[src/rtl/clk_cfg_pkg.sv]
// Shared types and the sample-rate table for the audio clock-tree sequencer.
package clk_cfg_pkg;

  // FSM state encoding, kept as plain constants so downstream tools see a fixed code.
  typedef logic [2:0] state_t;
  localparam state_t ST_BOOT   = 3'd0;
  localparam state_t ST_IDLE   = 3'd1;
  localparam state_t ST_MUTE   = 3'd2;
  localparam state_t ST_HOLD   = 3'd3;
  localparam state_t ST_SETTLE = 3'd4;
  localparam state_t ST_UNMUTE = 3'd5;
  localparam state_t ST_ACK    = 3'd6;

  // Rate codes as issued by the FX2LP command decoder.
  localparam logic [2:0] RATE_44K1  = 3'd0;
  localparam logic [2:0] RATE_48K   = 3'd1;
  localparam logic [2:0] RATE_88K2  = 3'd2;
  localparam logic [2:0] RATE_96K   = 3'd3;
  localparam logic [2:0] RATE_176K4 = 3'd4;
  localparam logic [2:0] RATE_192K  = 3'd5;

  // Clock-tree settings for one rate code.
  typedef struct packed {
    logic       valid;
    logic       osc_sel;
    logic [2:0] div1;
    logic [2:0] div2;
  } rate_cfg_t;

  // MCLK is 512fs; odd codes are the 48k family on the 24.576 MHz oscillator.
  function automatic rate_cfg_t rate_lookup(input logic [2:0] code);
    rate_cfg_t cfg;
    cfg.valid   = 1'b1;
    cfg.osc_sel = code[0];
    cfg.div1    = 3'd3;
    cfg.div2    = 3'd5;
    case (code)
      RATE_44K1, RATE_48K: begin
        cfg.div1 = 3'd3;
        cfg.div2 = 3'd5;
      end
      RATE_88K2, RATE_96K: begin
        cfg.div1 = 3'd2;
        cfg.div2 = 3'd4;
      end
      RATE_176K4, RATE_192K: begin
        cfg.div1 = 3'd1;
        cfg.div2 = 3'd3;
      end
      default: cfg.valid = 1'b0;
    endcase
    return cfg;
  endfunction

endpackage

[src/rtl/clk_cfg_timer.sv]
// Loadable down-counter used for the mute and settle waits; parks at zero.
module clk_cfg_timer #(
  parameter int CNT_W = 16
) (
  input  logic             clk,
  input  logic             rst_n,
  input  logic             load,
  input  logic [CNT_W-1:0] load_value,
  output logic [CNT_W-1:0] value,
  output logic             done
);

  // Load takes priority; otherwise count down until zero and stay there.
  // NOTE: sequential state uses non-blocking assignments so every flop samples pre-edge values.
  always_ff @(posedge clk or negedge rst_n) begin
    if (!rst_n) begin
      value <= '0;
    end else if (load) begin
      value <= load_value;
    end else if (value != '0) begin
      value <= value - 1'b1;
    end
  end

  assign done = (value == '0);

endmodule

[src/rtl/clk_cfg_sequencer.sv]
// Glitch-free sample-rate change sequencer: mute, hold divider, switch, settle, release, unmute.
module clk_cfg_sequencer
  import clk_cfg_pkg::*;
#(
  parameter int MUTE_CYCLES   = 256,
  parameter int SETTLE_CYCLES = 1024,
  parameter int CNT_W         = 16
) (
  input  logic       clk,
  input  logic       rst_n,
  input  logic       req,
  input  logic [2:0] rate_code,
  output logic       ack,
  output logic       err,
  output logic       busy,
  output logic       mute,
  output logic       osc_sel,
  output logic       div_rst_n,
  output logic [2:0] div1,
  output logic [2:0] div2
);

  localparam logic [CNT_W-1:0] MUTE_LOAD   = CNT_W'(MUTE_CYCLES - 1);
  localparam logic [CNT_W-1:0] SETTLE_LOAD = CNT_W'(SETTLE_CYCLES - 1);

  state_t           state, state_nxt;
  logic [2:0]       cur_code, cur_code_nxt;
  logic [2:0]       req_code, req_code_nxt;
  logic             boot_seq, boot_seq_nxt;
  logic             ack_nxt, err_nxt, busy_nxt, mute_nxt, osc_sel_nxt, div_rst_n_nxt;
  logic [2:0]       div1_nxt, div2_nxt;
  logic [2:0]       lookup_code;
  rate_cfg_t        cfg;
  logic             timer_load;
  logic [CNT_W-1:0] timer_load_value;
  logic             timer_done;
  logic [CNT_W-1:0] unused_wait_count;

  // One table lookup serves all states: incoming code in IDLE, code 0 at boot, latched code otherwise.
  assign lookup_code = (state == ST_IDLE) ? rate_code :
                       (state == ST_BOOT) ? RATE_44K1 : req_code;
  assign cfg = rate_lookup(lookup_code);

  clk_cfg_timer #(.CNT_W(CNT_W)) u_timer (
    .clk       (clk),
    .rst_n     (rst_n),
    .load      (timer_load),
    .load_value(timer_load_value),
    .value     (unused_wait_count),
    .done      (timer_done)
  );

  // Next-state and next-output decode; outputs are registered from these.
  // NOTE: every signal gets a default first so no path leaves one unassigned and infers a latch.
  always_comb begin
    state_nxt        = state;
    cur_code_nxt     = cur_code;
    req_code_nxt     = req_code;
    boot_seq_nxt     = boot_seq;
    ack_nxt          = ack;
    err_nxt          = err;
    busy_nxt         = busy;
    mute_nxt         = mute;
    osc_sel_nxt      = osc_sel;
    div_rst_n_nxt    = div_rst_n;
    div1_nxt         = div1;
    div2_nxt         = div2;
    timer_load       = 1'b0;
    timer_load_value = '0;
    case (state)
      ST_BOOT: begin
        state_nxt        = ST_SETTLE;
        cur_code_nxt     = RATE_44K1;
        osc_sel_nxt      = cfg.osc_sel;
        div1_nxt         = cfg.div1;
        div2_nxt         = cfg.div2;
        timer_load       = 1'b1;
        timer_load_value = SETTLE_LOAD;
      end
      ST_IDLE: begin
        if (req) begin
          req_code_nxt = rate_code;
          if (!cfg.valid) begin
            state_nxt = ST_ACK;
            ack_nxt   = 1'b1;
            err_nxt   = 1'b1;
          end else if (rate_code == cur_code) begin
            state_nxt = ST_ACK;
            ack_nxt   = 1'b1;
            err_nxt   = 1'b0;
          end else begin
            state_nxt        = ST_MUTE;
            mute_nxt         = 1'b1;
            busy_nxt         = 1'b1;
            timer_load       = 1'b1;
            timer_load_value = MUTE_LOAD;
          end
        end
      end
      ST_MUTE: begin
        if (timer_done) begin
          state_nxt     = ST_HOLD;
          div_rst_n_nxt = 1'b0;
        end
      end
      ST_HOLD: begin
        state_nxt        = ST_SETTLE;
        timer_load       = 1'b1;
        timer_load_value = SETTLE_LOAD;
        if (cfg.valid) begin
          cur_code_nxt = req_code;
          osc_sel_nxt  = cfg.osc_sel;
          div1_nxt     = cfg.div1;
          div2_nxt     = cfg.div2;
        end
      end
      ST_SETTLE: begin
        if (timer_done) begin
          state_nxt        = ST_UNMUTE;
          div_rst_n_nxt    = 1'b1;
          timer_load       = 1'b1;
          timer_load_value = MUTE_LOAD;
        end
      end
      ST_UNMUTE: begin
        if (timer_done) begin
          mute_nxt = 1'b0;
          busy_nxt = 1'b0;
          if (boot_seq) begin
            state_nxt    = ST_IDLE;
            boot_seq_nxt = 1'b0;
          end else begin
            state_nxt = ST_ACK;
            ack_nxt   = 1'b1;
            err_nxt   = 1'b0;
          end
        end
      end
      ST_ACK: begin
        if (!req) begin
          state_nxt = ST_IDLE;
          ack_nxt   = 1'b0;
          err_nxt   = 1'b0;
        end
      end
      default: state_nxt = ST_BOOT;
    endcase
  end

  // State and output registers; reset leaves the DAC muted and the divider held.
  always_ff @(posedge clk or negedge rst_n) begin
    if (!rst_n) begin
      state     <= ST_BOOT;
      cur_code  <= RATE_44K1;
      req_code  <= RATE_44K1;
      boot_seq  <= 1'b1;
      ack       <= 1'b0;
      err       <= 1'b0;
      busy      <= 1'b1;
      mute      <= 1'b1;
      osc_sel   <= 1'b0;
      div_rst_n <= 1'b0;
      div1      <= 3'd3;
      div2      <= 3'd5;
    end else begin
      state     <= state_nxt;
      cur_code  <= cur_code_nxt;
      req_code  <= req_code_nxt;
      boot_seq  <= boot_seq_nxt;
      ack       <= ack_nxt;
      err       <= err_nxt;
      busy      <= busy_nxt;
      mute      <= mute_nxt;
      osc_sel   <= osc_sel_nxt;
      div_rst_n <= div_rst_n_nxt;
      div1      <= div1_nxt;
      div2      <= div2_nxt;
    end
  end

endmodule
[config.mk]
export PLATFORM = sky130hd
export DESIGN_NAME = clk_cfg_sequencer
export DESIGN_NICKNAME = d
export VERILOG_FILES = /design/src/rtl/clk_cfg_pkg.sv /design/src/rtl/clk_cfg_timer.sv /design/src/rtl/clk_cfg_sequencer.sv
export SDC_FILE = /design/constraint.sdc
export NUM_CORES = 1
export LEC_CHECK = 0
export CAP_MARGIN = 0
export CORE_ASPECT_RATIO = 1.2
export CORE_MARGIN = 5
export CORE_UTILIZATION = 50
export DETAILED_ROUTE_END_ITERATION = 10
export HOLD_SLACK_MARGIN = 0.05
export PLACE_DENSITY = 0.76
export SETUP_SLACK_MARGIN = 0.4
export SLEW_MARGIN = 5
export SYNTH_ARGS = -nofsm -noshare
export SYNTH_HDL_FRONTEND = slang
export SYNTH_SLANG_ARGS = --single-unit
[constraint.sdc]
create_clock -name clk -period 2.2 [get_ports clk]
set_input_delay 0.22 -clock clk [delete_from_list [all_inputs] [get_ports clk]]
set_output_delay 0.22 -clock clk [all_outputs]
set_load 0.02 [all_outputs]
After elaboration in Yosys (flattened, before gate mapping)
Index checks and enable logic that the tools add are counted.
{"block": "word_totals", "out_inout_bits": 12, "mem_bits_rw": 0, "latchBits": 0, "rom_bits": 0, "ff_bits": 37, "inputBits": 6, "mem_count": 0, "elab_cells": 108}
{"block": "op_classes", "n_bitwise": 0, "reduce_logical": 20, "n_addsub": 1, "shifts": 0, "mux": 53, "eq_ne": 22, "magnitude_cmp": 0, "div_mod_pow": 0, "mul": 0}
{"cell": "3-bit two-way mux", "n": 13}
{"cell": "16-bit two-way mux", "n": 2}
{"cell": "8-bit two-way mux", "n": 4}
{"cell": "10-bit case mux with 3 select lines", "n": 1}
{"cell": "1-bit two-way mux", "n": 22}
{"cell": "2-bit inequality test (second input constant)", "n": 9}
{"cell": "3-bit case mux with 2 select lines", "n": 3}
{"cell": "3-bit case mux with 6 select lines", "n": 1}
{"cell": "16-bit logical NOT", "n": 1}
{"cell": "16-bit nonzero test", "n": 1}
{"cell": "16-bit by 1-bit subtractor with 16-bit output (second input constant)", "n": 1}
{"cell": "3-bit == test (second input constant)", "n": 5}
{"cell": "3-bit by 2-bit == test with 1-bit output (second input constant)", "n": 4}
{"cell": "5-bit case mux with 2 select lines", "n": 1}
{"cell": "5-bit AND reduction", "n": 2}
{"cell": "1-bit case mux with 3 select lines", "n": 3}
{"cell": "2-bit nonzero test", "n": 4}
{"cell": "3-bit by 1-bit == test with 1-bit output (second input constant)", "n": 2}
{"cell": "3-bit logical NOT", "n": 2}
{"cell": "1-bit case mux with 2 select lines", "n": 3}
{"cell": "2-bit AND reduction", "n": 3}
{"cell": "6-bit AND reduction", "n": 1}
{"cell": "2-bit OR reduction", "n": 3}
{"cell": "6-bit OR reduction", "n": 1}
{"cell": "other kinds (4)", "n": 4}

Depth between registers and ports, before layout
{"block": "logic_depth", "depth_word": 10, "mapped_depth": 8, "mapped_depth_nobuf": 7}

Hierarchy
Synthesis repeated with hierarchy kept, for this count alone.
{"block": "unflattened", "cells_unflattened": 234, "area_unflattened_um2": 2093.3}
{"module": "clk_cfg_sequencer", "n_inst": 1, "cells_each": 130, "seq_area_each_um2": 455.4, "area_each_um2": 1133.6}
{"module": "clk_cfg_timer", "n_inst": 1, "cells_each": 104, "seq_area_each_um2": 400.4, "area_each_um2": 959.7}

Worst setup path before layout
OpenSTA, ideal clock, no wires.
{"block": "synth_timing", "path_type": "flip-flop to flip-flop", "start": "register u_timer.value[0]", "end": "register u_timer.value[6]", "setup_slack_ps": 361, "path_stages_with_launch": 9, "synth_period_minus_slack_ps": 1839, "setup_ps": 132, "path_buffers": 1, "required_ps": 2068, "t_arrival_ps": 1707, "cell_sequence": "dfrtp_1 > inv_1 > ha_1 > nor4b_2 > and4_1 > buf_6 > or4_1 > xor2_1 > nand2_1"}
{"block": "synth_via", "elab_chain_cells": 4, "elab_cells_between_ends": 10, "classes_between": "1 x add/sub; 6 x mux; 3 x reduce/logical"}
{"item": "from (decl)", "line": "clk_cfg_timer.sv:9", "rtl": "output logic [CNT_W-1:0] value,"}
{"item": "from (signal assigned)", "line": "clk_cfg_timer.sv:19", "rtl": "value <= load_value;"}
{"item": "from (signal assigned)", "line": "clk_cfg_timer.sv:21", "rtl": "value <= value - 1'b1;"}
{"item": "branches (longest 4 deep; another with 16-bit by 1-bit subtractor with 16-bit output)"}
Parallel ways; which one is timed is not known. The select of a mux whose other input is x is not followed.
A chain may end at the register's enable or synchronous reset.

Final worst setup path
{"block": "layout_timing", "start": "register u_timer.value[0]", "end": "register u_timer.value[1]"}
The elaborated chain is that of the path after synthesis.

==> qor.txt <==
=====================================================================================
Fraction of post-synthesis cell area in the top cell type by area               35.1%
Post-layout instance count excluding filler cells                                 326
Syn_nets                                                                          242
TritonCTS clock tree                                                            built
Number of pins exceeding their max-slew limit in the final report                   0
Global-route wire length before repair                                        9080 µm
Maximum capacitance violations                                                      0
Cell count after placement                                                        301
Post-Syn Area                                                             0.00214 mm²
GR Overflow Total                                                                   0
Endpoint arrival time on the critical path                                    2.11 ns
Ports                                                                              18
Syn avg cell area                                                            9.13 µm²
Routability Congestion                                                          0.859
Number of diodes                                                                    0
Detail-routed net length per standard cell                                    17.5 µm
Slack of the worst reg-to-reg path                                            0.31 ns
WL final                                                                      5710 µm
Number of nets still failing antenna checks after routing                           0
Peak clock frequency supported by timing                                      530 MHz
Result of the run                                                        complete, no violations
Clock Tree Buf Depth                                                                2
Number of CTS-inserted buffers                                                      5
Clock-pin slew of the registers on the worst-case setup and hold paths        0.07 ns
Worst min-delay path class                                                   in2async
Period utilisation layout                                                       85.7%
RR Startpoint                                                            u_timer.value[0]
Pin count of the biggest net entering global routing                               35
GRT Resource Usage Total                                                        20.1%
Cells after Synth                                                                 234
Register area share after synthesis                                             40.0%
Cell types with the highest counts after synthesis                       dfrtp_1, nand2_1, nor2_1, o21ai_0, a21oi_1
Port bufs                                                                          16
Antenna violations before repair                                                    0
Root Buffer                                                                  clkbuf_8
Floorplan Core Area                                                       0.00420 mm²
Required time worst endpoint                                                  2.42 ns
Power density cells                                                        417 mW/mm²
Net total in the final layout                                                     277
Drc violations                                                                      0
Via count of the first global-routing pass                                       1963
Die Y-Extent                                                                  81.6 µm
Ranking of synthesized cells by area                                     dfrtp_1, dfstp_2, nand2_1, o21ai_0, nor2_1
Startpoint type of the worst setup path                                      register
Largest fanout of any net on the critical path                                      7
Leading register cell type out of synthesis                                   dfrtp_1
Seq cells post-synth                                                               34
Finish-stage setup viols                                                            0
Static Leakage                                                                1.06 nW
Count of vias placed by the detailed router                                      1953
Setup CP Type                                                                 reg2reg
Footprint of the multi-input gates                                        0.00127 mm²
Accumulated negative setup slack                                                 0 ns
RSZ-0062 raised after global routing                                             true
# H-tree levels                                                                     2
FF-to-FF path depth                                                                 8
Count of flip-flops with a built-in enable after synthesis                          0
Number of buffers added to fix hold violations after cts                            0
Number of fill cells in the layout                                                319
Layout cells sized above 1                                                      27.4%
Number of iterations in the first detailed-routing pass                             4
Insertion delay to the later sink of the worst-skew pair                      0.29 ns
Starting utilization of the core area                                           50.9%
DIE WIDTH                                                                     69.7 µm
Yosys warning total                                                                 0
Initial DRC count                                                                 134
Number of vias per cell                                                          5.99
Most instantiated library cell after synthesis                                dfrtp_1
Time the worst path needs with I/O delays and setup                           1.89 ns
Final setup skew                                                            0.0120 ns
DIE AREA                                                                  0.00569 mm²
Fraction of registers with async set/reset                                       100%
Post-synthesis to final-layout area growth                                      26.0%
Sequential cell area in the final layout                                      860 µm²
Worst flop-to-flop path endpoint                                         u_timer.value[1]
Largest vdd supply drop                                                      0.374 mV
Row Count                                                                          26
Critical path capture point type                                             register
Cell type with the largest total area after synthesis                         dfrtp_1
Final number of hold-violating endpoints                                            0
DP HPWL                                                                       3480 µm
Synth unique cells                                                                 59
Clock sink total                                                                   34
=====================================================================================
critical path, stage by stage, from the launching register on:
cell,delay (ns)
dfrtp_1,0.40
inv_2,0.10
ha_4,0.13
nor4b_4,0.30
nand4_1,0.20
buf_6,0.19
o21ai_4,0.14
o211a_4,0.23
or2_1,0.11
cell type report:
class	count	share of cell area, %
Tap cell	56	2.60
Timing Repair Buffer	43	13.8
Inverter	11	1.53
Multi-Input combinational cell	174	47.2
Clock buffer	8	2.97
Sequential cell	34	31.9
cells in the final DEF (no fill, tap or decap), drive strengths merged, types with 6 or more instances in the layout:
master / netlist / layout
dfrtp: 30 / 30
buf: 8 / 27
nand2: 26 / 26
nor2: 22 / 22
o21ai: 21 / 21
clkdlybuf4s50: 0 / 16
a21oi: 12 / 12
inv: 10 / 10
xor2: 9 / 9
clkbuf: 7 / 8
xnor2: 7 / 7
nor3: 6 / 6
registers in the layout, indices dropped and copies added (netlist names):
register	flops
mute	1
ack	1
req_code	3
div1	1
u_timer.value	16
cur_code	3
boot_seq	1
state	3
div2	2
osc_sel	1
err	1
div_rst_n	1
per-stage QoR:
| step | area [µm²] | total power, mW | hold WS, ns | worst slack [ns] | utilization, % |
|---|---|---|---|---|---|
| floorplan | 2140 | 0.652 | -0.0756 | 0.361 | - |
| global placement | 2350 | 0.681 | 0.491 | 0.186 | 56.0 |
| detailed placement | 2350 | 0.681 | 0.493 | 0.0612 | 56.0 |
| CTS | 2580 | 1.13 | 0.341 | 0.371 | 61.4 |
| global route | 2690 | 1.16 | 0.390 | 0.235 | 64.2 |
| finish | 2690 | 1.12 | 0.339 | 0.315 | 64.2 |
how the worst max path moves through the flow:
stage	start	endpoint	slack, ns	cells past startpoint
after floorplan	u_timer.value[0]	u_timer.value[6]	0.36	8
after global routing	u_timer.value[11]	u_timer.value[1]	0.23	6
after global placement	rate_code[2]	u_timer.value[1]	0.19	6
final	u_timer.value[0]	u_timer.value[1]	0.31	8
after CTS	u_timer.value[9]	u_timer.value[13]	0.37	5
after detailed placement	u_timer.value[1]	state[1]	0.06	7
power breakdown:
group          switching, mW  internal (mW)
Clock                  0.228          0.225
Combinational         0.0290         0.0159
Sequential                 0          0.625
Total                  0.257          0.866
repair_timing:
| action | 4_1_cts | 5_1_grt |
|---|---|---|
| setup buffers | 13 | 4 |
| resized for setup | 12 | 23 |
| pin swaps | 5 | 7 |
| setup endpoints to repair | 26 | 29 |
cell families (layout without fill, tap and decap cells):
group | count (synthesis) | in the layout | share of synthesized area, %
and+or+nand+nor | 86 | 86 | 22.1
AOI/OAI and AO/OA | 65 | 65 | 21.6
DFF | 34 | 34 | 40.0
buffers and inverters | 26 | 62 | 6.38
xor gates and xnor gates | 16 | 16 | 6.56
muxes | 4 | 4 | 1.99
adders and majority gates | 2 | 2 | 1.17
other | 1 | 1 | 0.175
metal layers:
layer | up-vias | global-route usage [%] | routed length [µm]
met2 | 54 | 35.4 | 2880
met5 | - | 0 | 0
met4 | 0 | 11.7 | 221
met1 | 972 | 22.9 | 2400
met3 | 22 | 4.04 | 208
li1 | 905 | - | -
(Power assumes the default switching activity.)
